### src/rtl/lock_key_if.sv
// Serial key-load handshake between the key source and lock_key_loader.
// The source drives start and the beat fields; the loader answers with key_ready.
interface lock_key_if;
  logic start;
  logic key_valid;
  logic key_bit;
  logic key_last;
  logic key_ready;

  modport master (
    output start, key_valid, key_bit, key_last,
    input  key_ready
  );

  modport slave (
    input  start, key_valid, key_bit, key_last,
    output key_ready
  );
endinterface

### src/rtl/lock_key_loader.sv
// Serial key loader for the logic-locked netlist key bus.
// Collects KEY_W data beats (LSB first) plus one even-parity beat, then commits
// the whole key to key_out in a single edge. Until that commit key_out carries
// the decoy. Each failed load costs one try; reaching MAX_TRIES locks the block
// out until reset.
//
//   state   | meaning
//   --------+---------------------------------------------------------
//   IDLE    | waiting for start after reset
//   LOAD    | accepting serial beats, key_ready high
//   CHECK   | one cycle: even parity over key bits plus parity beat
//   COMMIT  | one cycle: key_out takes the shift register
//   LOCKED  | good key committed, held until reset
//   ERROR   | failed attempt, retry allowed while tries < MAX_TRIES
//   LOCKOUT | retry budget spent, decoy held until reset
module lock_key_loader #(
  parameter int               KEY_W     = 32,
  parameter logic [KEY_W-1:0] DECOY     = '0,
  parameter int               MAX_TRIES = 3
) (
  input  logic             clk,
  input  logic             rst,
  lock_key_if.slave        bus,
  output logic [KEY_W-1:0] key_out,
  output logic             key_ok,
  output logic             err,
  output logic [3:0]       tries
);

  localparam int               CNT_W   = $clog2(KEY_W + 1);
  localparam logic [CNT_W-1:0] PAR_IDX = CNT_W'(KEY_W);
  localparam logic [3:0]       TRY_MAX = 4'(MAX_TRIES);
  localparam logic [KEY_W-1:0] ONE     = KEY_W'(1);

  typedef enum logic [2:0] {
    IDLE,
    LOAD,
    CHECK,
    COMMIT,
    LOCKED,
    ERROR,
    LOCKOUT
  } state_t;

  state_t           state;
  logic [KEY_W-1:0] shreg;
  logic [CNT_W-1:0] count;
  logic             parity;
  logic             accept;
  logic             fail_now;

  assign bus.key_ready = (state == LOAD);
  assign accept        = bus.key_valid && bus.key_ready;

  // Any condition that ends the current attempt as a failure: framing on a
  // beat (last too early or missing on the parity beat) or odd parity.
  always_comb begin
    fail_now = 1'b0;
    case (state)
      LOAD: begin
        if (accept) begin
          fail_now = (count == PAR_IDX) ? !bus.key_last : bus.key_last;
        end
      end
      CHECK:   fail_now = (^shreg) ^ parity;
      default: fail_now = 1'b0;
    endcase
  end

  // Sequencer; key_out is only ever written in COMMIT or by reset so the
  // locked netlist never sees a partially loaded key.
  always_ff @(posedge clk) begin
    if (rst) begin
      state   <= IDLE;
      shreg   <= '0;
      count   <= '0;
      parity  <= 1'b0;
      key_out <= DECOY;
      key_ok  <= 1'b0;
      err     <= 1'b0;
      tries   <= 4'd0;
    end else if (fail_now) begin
      state <= ERROR;
      shreg <= '0;
      err   <= 1'b1;
      if (tries != TRY_MAX) begin
        tries <= tries + 4'd1;
      end
    end else begin
      case (state)
        IDLE: begin
          if (bus.start) begin
            state <= LOAD;
            count <= '0;
          end
        end
        LOAD: begin
          if (accept) begin
            if (count == PAR_IDX) begin
              parity <= bus.key_bit;
              state  <= CHECK;
            end else begin
              shreg <= (shreg & ~(ONE << count)) | (KEY_W'(bus.key_bit) << count);
              count <= count + CNT_W'(1);
            end
          end
        end
        CHECK: state <= COMMIT;
        COMMIT: begin
          key_out <= shreg;
          key_ok  <= 1'b1;
          state   <= LOCKED;
        end
        ERROR: begin
          if (tries == TRY_MAX) begin
            state <= LOCKOUT;
          end else if (bus.start) begin
            state <= LOAD;
            err   <= 1'b0;
            count <= '0;
          end
        end
        LOCKED, LOCKOUT: begin
        end
        default: state <= IDLE;
      endcase
    end
  end

endmodule

### src/flat_wrapper.sv
// flat-port wrapper written by rule: the top's interface ports become plain ports
module lock_key_loader_flat 
#(
  parameter int               KEY_W     = 32,
  parameter logic [KEY_W-1:0] DECOY     = '0,
  parameter int               MAX_TRIES = 3
)
  (clk, rst, key_out, key_ok, err, tries, bus_start, bus_key_valid, bus_key_bit, bus_key_last, bus_key_ready);
  lock_key_if bus_i ();
  input  logic clk;
  input  logic rst;
  output logic [KEY_W-1:0] key_out;
  output logic key_ok;
  output logic err;
  output logic [3:0] tries;
  input wire logic [$bits(bus_i.start)-1:0] bus_start;
  input wire logic [$bits(bus_i.key_valid)-1:0] bus_key_valid;
  input wire logic [$bits(bus_i.key_bit)-1:0] bus_key_bit;
  input wire logic [$bits(bus_i.key_last)-1:0] bus_key_last;
  output wire logic [$bits(bus_i.key_ready)-1:0] bus_key_ready;
  assign bus_i.start = bus_start;
  assign bus_i.key_valid = bus_key_valid;
  assign bus_i.key_bit = bus_key_bit;
  assign bus_i.key_last = bus_key_last;
  assign bus_key_ready = bus_i.key_ready;
  lock_key_loader #(.KEY_W(KEY_W), .DECOY(DECOY), .MAX_TRIES(MAX_TRIES)) u_core (.clk(clk), .rst(rst), .bus(bus_i), .key_out(key_out), .key_ok(key_ok), .err(err), .tries(tries));
endmodule
### config.mk
export PLATFORM = sky130hd
export DESIGN_NAME = lock_key_loader_flat
export DESIGN_NICKNAME = d
export VERILOG_FILES = /design/src/rtl/lock_key_if.sv /design/src/rtl/lock_key_loader.sv /design/src/flat_wrapper.sv
export SDC_FILE = /design/constraint.sdc
export NUM_CORES = 1
export LEC_CHECK = 0
export BUFFER_PORTS_ARGS = -buffer_cell sky130_fd_sc_hd__buf_2
export CELL_PAD_IN_SITES_DETAIL_PLACEMENT = 1
export CELL_PAD_IN_SITES_GLOBAL_PLACEMENT = 2
export CORE_MARGIN = 2
export CORE_UTILIZATION = 31
export DETAILED_ROUTE_END_ITERATION = 6
export GPL_TIMING_DRIVEN = 1
export MAX_ROUTING_LAYER = met4
export PLACE_DENSITY_LB_ADDON = 0.3
export REMOVE_ABC_BUFFERS = 1
export SLEW_MARGIN = 25
export SYNTH_ARGS = -nofsm -noshare
export SYNTH_HDL_FRONTEND = slang
export SYNTH_SLANG_ARGS = --single-unit
### constraint.sdc
create_clock -name clk -period 2.2 [get_ports clk]
set_input_delay 0.11 -clock clk [delete_from_list [all_inputs] [get_ports clk]]
set_output_delay 0.11 -clock clk [all_outputs]
set_load 0.01 [all_outputs]
==> impl_metrics.yaml, run 1 <==
synth:
  synthFlopType: "dfxtp_1"
  netlist_instances: 455
  synthArstFlopShare: 0
  seq_area_frac_synth: 0.426
  synth-seq-cells: 80
  yosys-top-cells-area: "dfxtp_1, nand2_1, a21oi_1"
  syn_area_sq_um: 3760
  synth_warnings: 0
  synth_edf_count: 0
  ys_top_cells_by_count: "nand2_1, dfxtp_1, a21oi_1"
  synth_top_area_share: 0.426
  yosysMostFrequentCell: "nand2_1"
  yosys.area.top_type: "dfxtp_1"
  avgSynthCellArea_sq_um: 8.27
  ys_types: 47
sta:
  slew_viol_final: 0
  max_freq_mhz: 455
  skew_ns: 0.00685
  fin_tns_setup_ns: 0
  timing.slew.headroom: 0.543
  rsz0062_at_grt: "yes"
  worst_slew_pin_slew_ns: 0.685
  min_period_over_period: 0.998
  period_needed_ns: 2.20
  setup_viol: 0
  hold_viol: 0
  whs_ns: 0.0618
place:
  post-place-cells: 686
  port_buffers: 44
  gp_congestion: 0.842
  dp_hpwl_microns: 8220
clocking:
  cts_buffers: 9
  worstSkewPairLatency_ns: 0.34
  cts.path.max_buffers: 2
  cts_tree: "built"
  root_buffer: "clkbuf_16"
  clk_pin_slew_ns: 0.06
  cts.sinks: 80
  cts_hold_buf: 0
  cts_max_level: 3
detailed_routing:
  postRouteAntennaNets: 0
  drc: 0
  dr_total_vias: 3561
  wl_per_cell_microns: 16.7
  vias_per_cell: 5.01
  routed_wl_microns: 11900
  drtIter0Drc: 168
  drtPass1Iterations: 4
grt:
  grt_pass1_wl_microns: 19100
  grt_pass1_vias: 3650
  grtUsageTotal: 0.197
  grt_max_degree: 31
  overflow: 0
  antenna_found_initial: 0
critical_path:
  cp.required_ns: 2.47
  critical_path.max_fanout: 8
  critical_path_class: "register to register"
  startpoint_type: "register"
  critPathArrivalTime_ns: 2.47
  crit_path_end_kind: "register"
die:
  dieArea_sq_um: 13000
  fp-row-count: 40
  die_y_microns: 114
  die_w_microns: 114
  start_util: 0.316
  ioPinCount: 45
  core-area_sq_um: 11900
run_status:
  status: "complete, no violations"
power:
  p_per_area_nw_per_um2: 625
  total_power_mw: 3.21
  p_leak_nw: 1.96
  peakVddDrop_uv: 291
job:
  cap_violations: 0
final_layout:
  layout.nets: 572
  diodes: 0
  final_cell_count_no_fill: 711
  drive_above_1_share: 0.360
  area_growth_syn_to_layout_pct: 36.5
min_path:
  hp-class: "input pin to register"
## kinds of logic (layout without fill, tap and decap cells)
kind of cell / Yosys count / in the layout / share of synthesized area
adder cells (fa/ha/maj): 7 / 7 / 0.0233
AO/OA/AOI/OAI: 113 / 117 / 0.191
buffers and inverters: 28 / 133 / 0.0349
multiplexers: 4 / 4 / 0.0106
XOR/XNOR: 32 / 32 / 0.0881
flip-flops: 80 / 80 / 0.426
AND/OR/NAND/NOR: 191 / 191 / 0.226
## cells in the final DEF, fill, tap and decap left out, types with 6 or more instances in the layout
| cell | netlist | layout |
|---|---|---|
| a21oi_2 | 21 | 26 |
| nor2_2 | 1 | 6 |
| nor2_1 | 38 | 32 |
| a21oi_1 | 46 | 40 |
| nand2_1 | 117 | 117 |
| buf_4 | 0 | 63 |
| ha_1 | 7 | 6 |
| nand3_1 | 7 | 7 |
| a22oi_1 | 8 | 8 |
| clkbuf_16 | 0 | 9 |
| xnor2_1 | 23 | 13 |
| inv_1 | 6 | 6 |
| o21ai_0 | 27 | 23 |
| xnor2_2 | 1 | 10 |
| buf_2 | 3 | 44 |
| dfxtp_1 | 80 | 71 |
| dfxtp_2 | 0 | 9 |
## timing repair
action	CTS	global route
gates resized for setup	29	24
cloned	4	0
endpoints found under the setup margin	38	43
pin swaps	15	15
buffers inserted	1	4
## per-stage QoR
step / area, sq um / worst slack (ns) / util
2_1_floorplan: 3660 / 0.0595 / -
3_3_place_gp: 4520 / -0.0883 / 0.379
3_5_place_dp: 4520 / -0.152 / 0.379
4_1_cts: 5010 / -0.000374 / 0.421
5_1_grt: 5140 / -0.0715 / 0.431
6_report: 5140 / 0.00388 / 0.431
## where the power goes
group	internal [mW]	switching, mW	total, mW
combinational	0.0857	0.137	0.222
clock	0.938	0.589	1.53
sequential	1.46	0.00496	1.46
## area by class of cell
cell class              instances  area (sq um)
clock buffers                  13           260
clock inverters                 3          40.0
fillers                      1437          6780
inverters                       8          30.0
multi-input cells             351          2290
flip-flops and latches         80          1610
well taps                     147           184
repair buffers                109           716
## flip-flops by register name (all words and copies together), names as in the netlist
signal,cells
u_core.shreg,32
u_core.tries,4
u_core.key_ok,1
u_core.key_out,32
u_core.count,6
u_core.err,1
u_core.state,3
u_core.parity,1
## layer usage
layer / track usage / part of all wire / up-vias
li1: - / - / 1744
met1: 0.238 / 0.45 / 1735
met2: 0.331 / 0.50 / 63
met3: 0.0328 / 0.030 / 19
met4: 0.0724 / 0.022 / 0
met5: - / 0 / -
## final timing paths
path / startpoint / endpoint / slack [ns] / cells past startpoint
setup / recovery: u_core.shreg[3] / u_core.shreg[5] / 0.004 / 7
hold / removal: bus_key_bit / u_core.parity / 0.06 / 3
setup reg to reg: u_core.shreg[3] / u_core.shreg[5] / 0.004 / 7
hold reg to reg: u_core.key_out[29] / u_core.key_out[29] / 0.45 / 2
## critical path, cell delays in order, from the launching register on
cell	delay, ns
dfxtp_2	0.33
xor2_2	0.17
xnor2_1	0.16
xnor2_1	0.16
xnor3_2	0.52
xnor2_4	0.21
a211o_4	0.44
a21oi_2	0.12
(Power assumes the default switching activity.)
==> run 2, diff against run 1 <==
--- a/config.mk
+++ b/config.mk
@@ -13,8 +13,9 @@
 export DETAILED_ROUTE_END_ITERATION = 6
 export GPL_TIMING_DRIVEN = 1
 export MAX_ROUTING_LAYER = met4
-export PLACE_DENSITY_LB_ADDON = 0.3
+export PLACE_DENSITY = 0.72
 export REMOVE_ABC_BUFFERS = 1
+export SKIP_LAST_GASP = 1
 export SLEW_MARGIN = 25
 export SYNTH_ARGS = -nofsm -noshare
 export SYNTH_HDL_FRONTEND = slang
==> run 2 against run 1 <==
The flow now finishes with violations (setup timing). Worst setup slack got worse by 0.045 ns. Critical path depth stayed put. Sequential power about the same. Register-to-register slack got worse by 0.05 ns. Clock skew grew 0.00062 ns.
==> impl_metrics.yaml, run 2 (same netlist as run 1, synthesis figures left out) <==
final_layout:
  final_common_cell: "nand2_1"
  area.sequential_sq_um: 1620
  area_growth_syn_to_layout_pct: 36.4
  multiInputGateArea_sq_um: 2250
  diodes: 0
  layout.nets: 570
  reg.largest.list: "u_core.key_out: 32 flops, u_core.shreg: 32 flops, u_core.count: 6 flops"
  fillers: 1449
  layout_common_cells: "nand2_1, dfxtp_1, buf_4, a21oi_1, buf_2"
  drive_above_1_share: 0.349
die:
  fp-row-count: 40
  dieArea_sq_um: 13000
  die_w_microns: 114
  ioPinCount: 45
  core-area_sq_um: 11900
  die_y_microns: 114
  start_util: 0.316
grt:
  antenna_found_initial: 0
  overflow: 0
  grt_max_degree: 29
  grtUsageTotal: 0.191
  grt_pass1_vias: 3540
  grt_pass1_wl_microns: 18600
clocking:
  cts.path.max_buffers: 2
  worstSkewPairLatency_ns: 0.35
  clk_pin_slew_ns: 0.06
  cts_tree: "built"
  cts_buffers: 9
  cts_max_level: 3
  root_buffer: "clkbuf_16"
  cts.sinks: 80
power:
  peakVddDrop_uv: 357
  p_leak_nw: 1.96
  p_per_area_nw_per_um2: 657
detailed_routing:
  wl_per_cell_microns: 16.2
  vias_per_cell: 4.98
  dr_total_vias: 3528
  drtPass1Iterations: 6
  routed_wl_microns: 11500
  drtIter0Drc: 136
  postRouteAntennaNets: 0
  drc: 0
critical_path:
  critical_path_class: "register to register"
  crit_path_end_kind: "register"
  critPathArrivalTime_ns: 2.51
  r2r_slack_ns: -0.04
  startpoint_type: "register"
  cp.required_ns: 2.47
  critical_path.max_fanout: 8
place:
  dp_hpwl_microns: 8100
  gp_congestion: 0.809
  port_buffers: 44
run_status:
  status: "finished with violations"
  violations: "setup timing"
sta:
  skew_ns: 0.00747
  whs_ns: 0.0676
  rsz0062_at_grt: "yes"
  worst_slew_pin_slew_ns: 0.586
  setup_ws_ns: -0.0414
  period_needed_ns: 2.24
  fin_tns_setup_ns: -0.455
  max_freq_mhz: 446
  setup_viol: 28
  slew_viol_final: 0
  min_period_over_period: 1.02
  hold_viol: 0
  timing.slew.headroom: 0.606
min_path:
  hp-class: "input pin to register"
job:
  cap_violations: 0
-- run 2: worst paths after layout --
kind / from / to / cells past startpoint
worst max-delay path: u_core.shreg[2] / u_core.shreg[6] / 7
worst min-delay path: bus_key_bit / u_core.parity / 3
worst max register to register: u_core.shreg[2] / u_core.shreg[6] / 7
worst min register to register: u_core.key_out[1] / u_core.key_out[1] / 2
-- run 2: critical path, stage by stage, from the launching register on --
cell and delay, ns:
dfxtp_2 0.34, xor2_2 0.17, xnor2_1 0.13, xnor2_1 0.22
xnor3_2 0.53, xnor2_4 0.20, a211o_4 0.45, a21oi_2 0.13
-- run 2: metrics by stage --
stage	std cells	cell area (sq um)	utilization	setup slack, ns	power, mW
floorplan	435	3660	-	0.0595	1.59
global placement	683	4510	0.379	-0.0946	1.67
detailed placement	683	4510	0.379	-0.128	1.68
CTS	705	4990	0.419	-0.0140	3.39
global route	709	5130	0.431	-0.112	3.49
finish	709	5130	0.431	-0.0414	3.37
-- run 2: per-layer routing --
| layer | vias up | global-route usage | wire (microns) |
|---|---|---|---|
| met2 | 53 | 0.312 | 5640 |
| met3 | 19 | 0.0291 | 269 |
| met1 | 1715 | 0.238 | 5330 |
| met5 | - | - | 0 |
| li1 | 1741 | - | - |
| met4 | 0 | 0.0732 | 249 |
-- run 2: layout make-up --
type / count / area share
clock buffers: 14 / 0.0534
clock inverters: 2 / 0.0117
inverters: 8 / 0.00585
multi-input cells: 350 / 0.438
flip-flops and latches: 80 / 0.315
well taps: 147 / 0.0358
repair buffers: 108 / 0.141
-- run 2: power by group --
group          switching, mW  total, mW  internal, mW
Clock                  0.603       1.69          1.09
Combinational          0.132      0.220        0.0875
Sequential           0.00494       1.46          1.46
Total                  0.740       3.37          2.63
-- run 2: timing repair --
action	CTS	global route
pin swaps	15	15
hold buffers	0	0
resized for setup	21	26
gates cloned	3	0
setup buffers	3	4
endpoints found under the setup margin	39	42
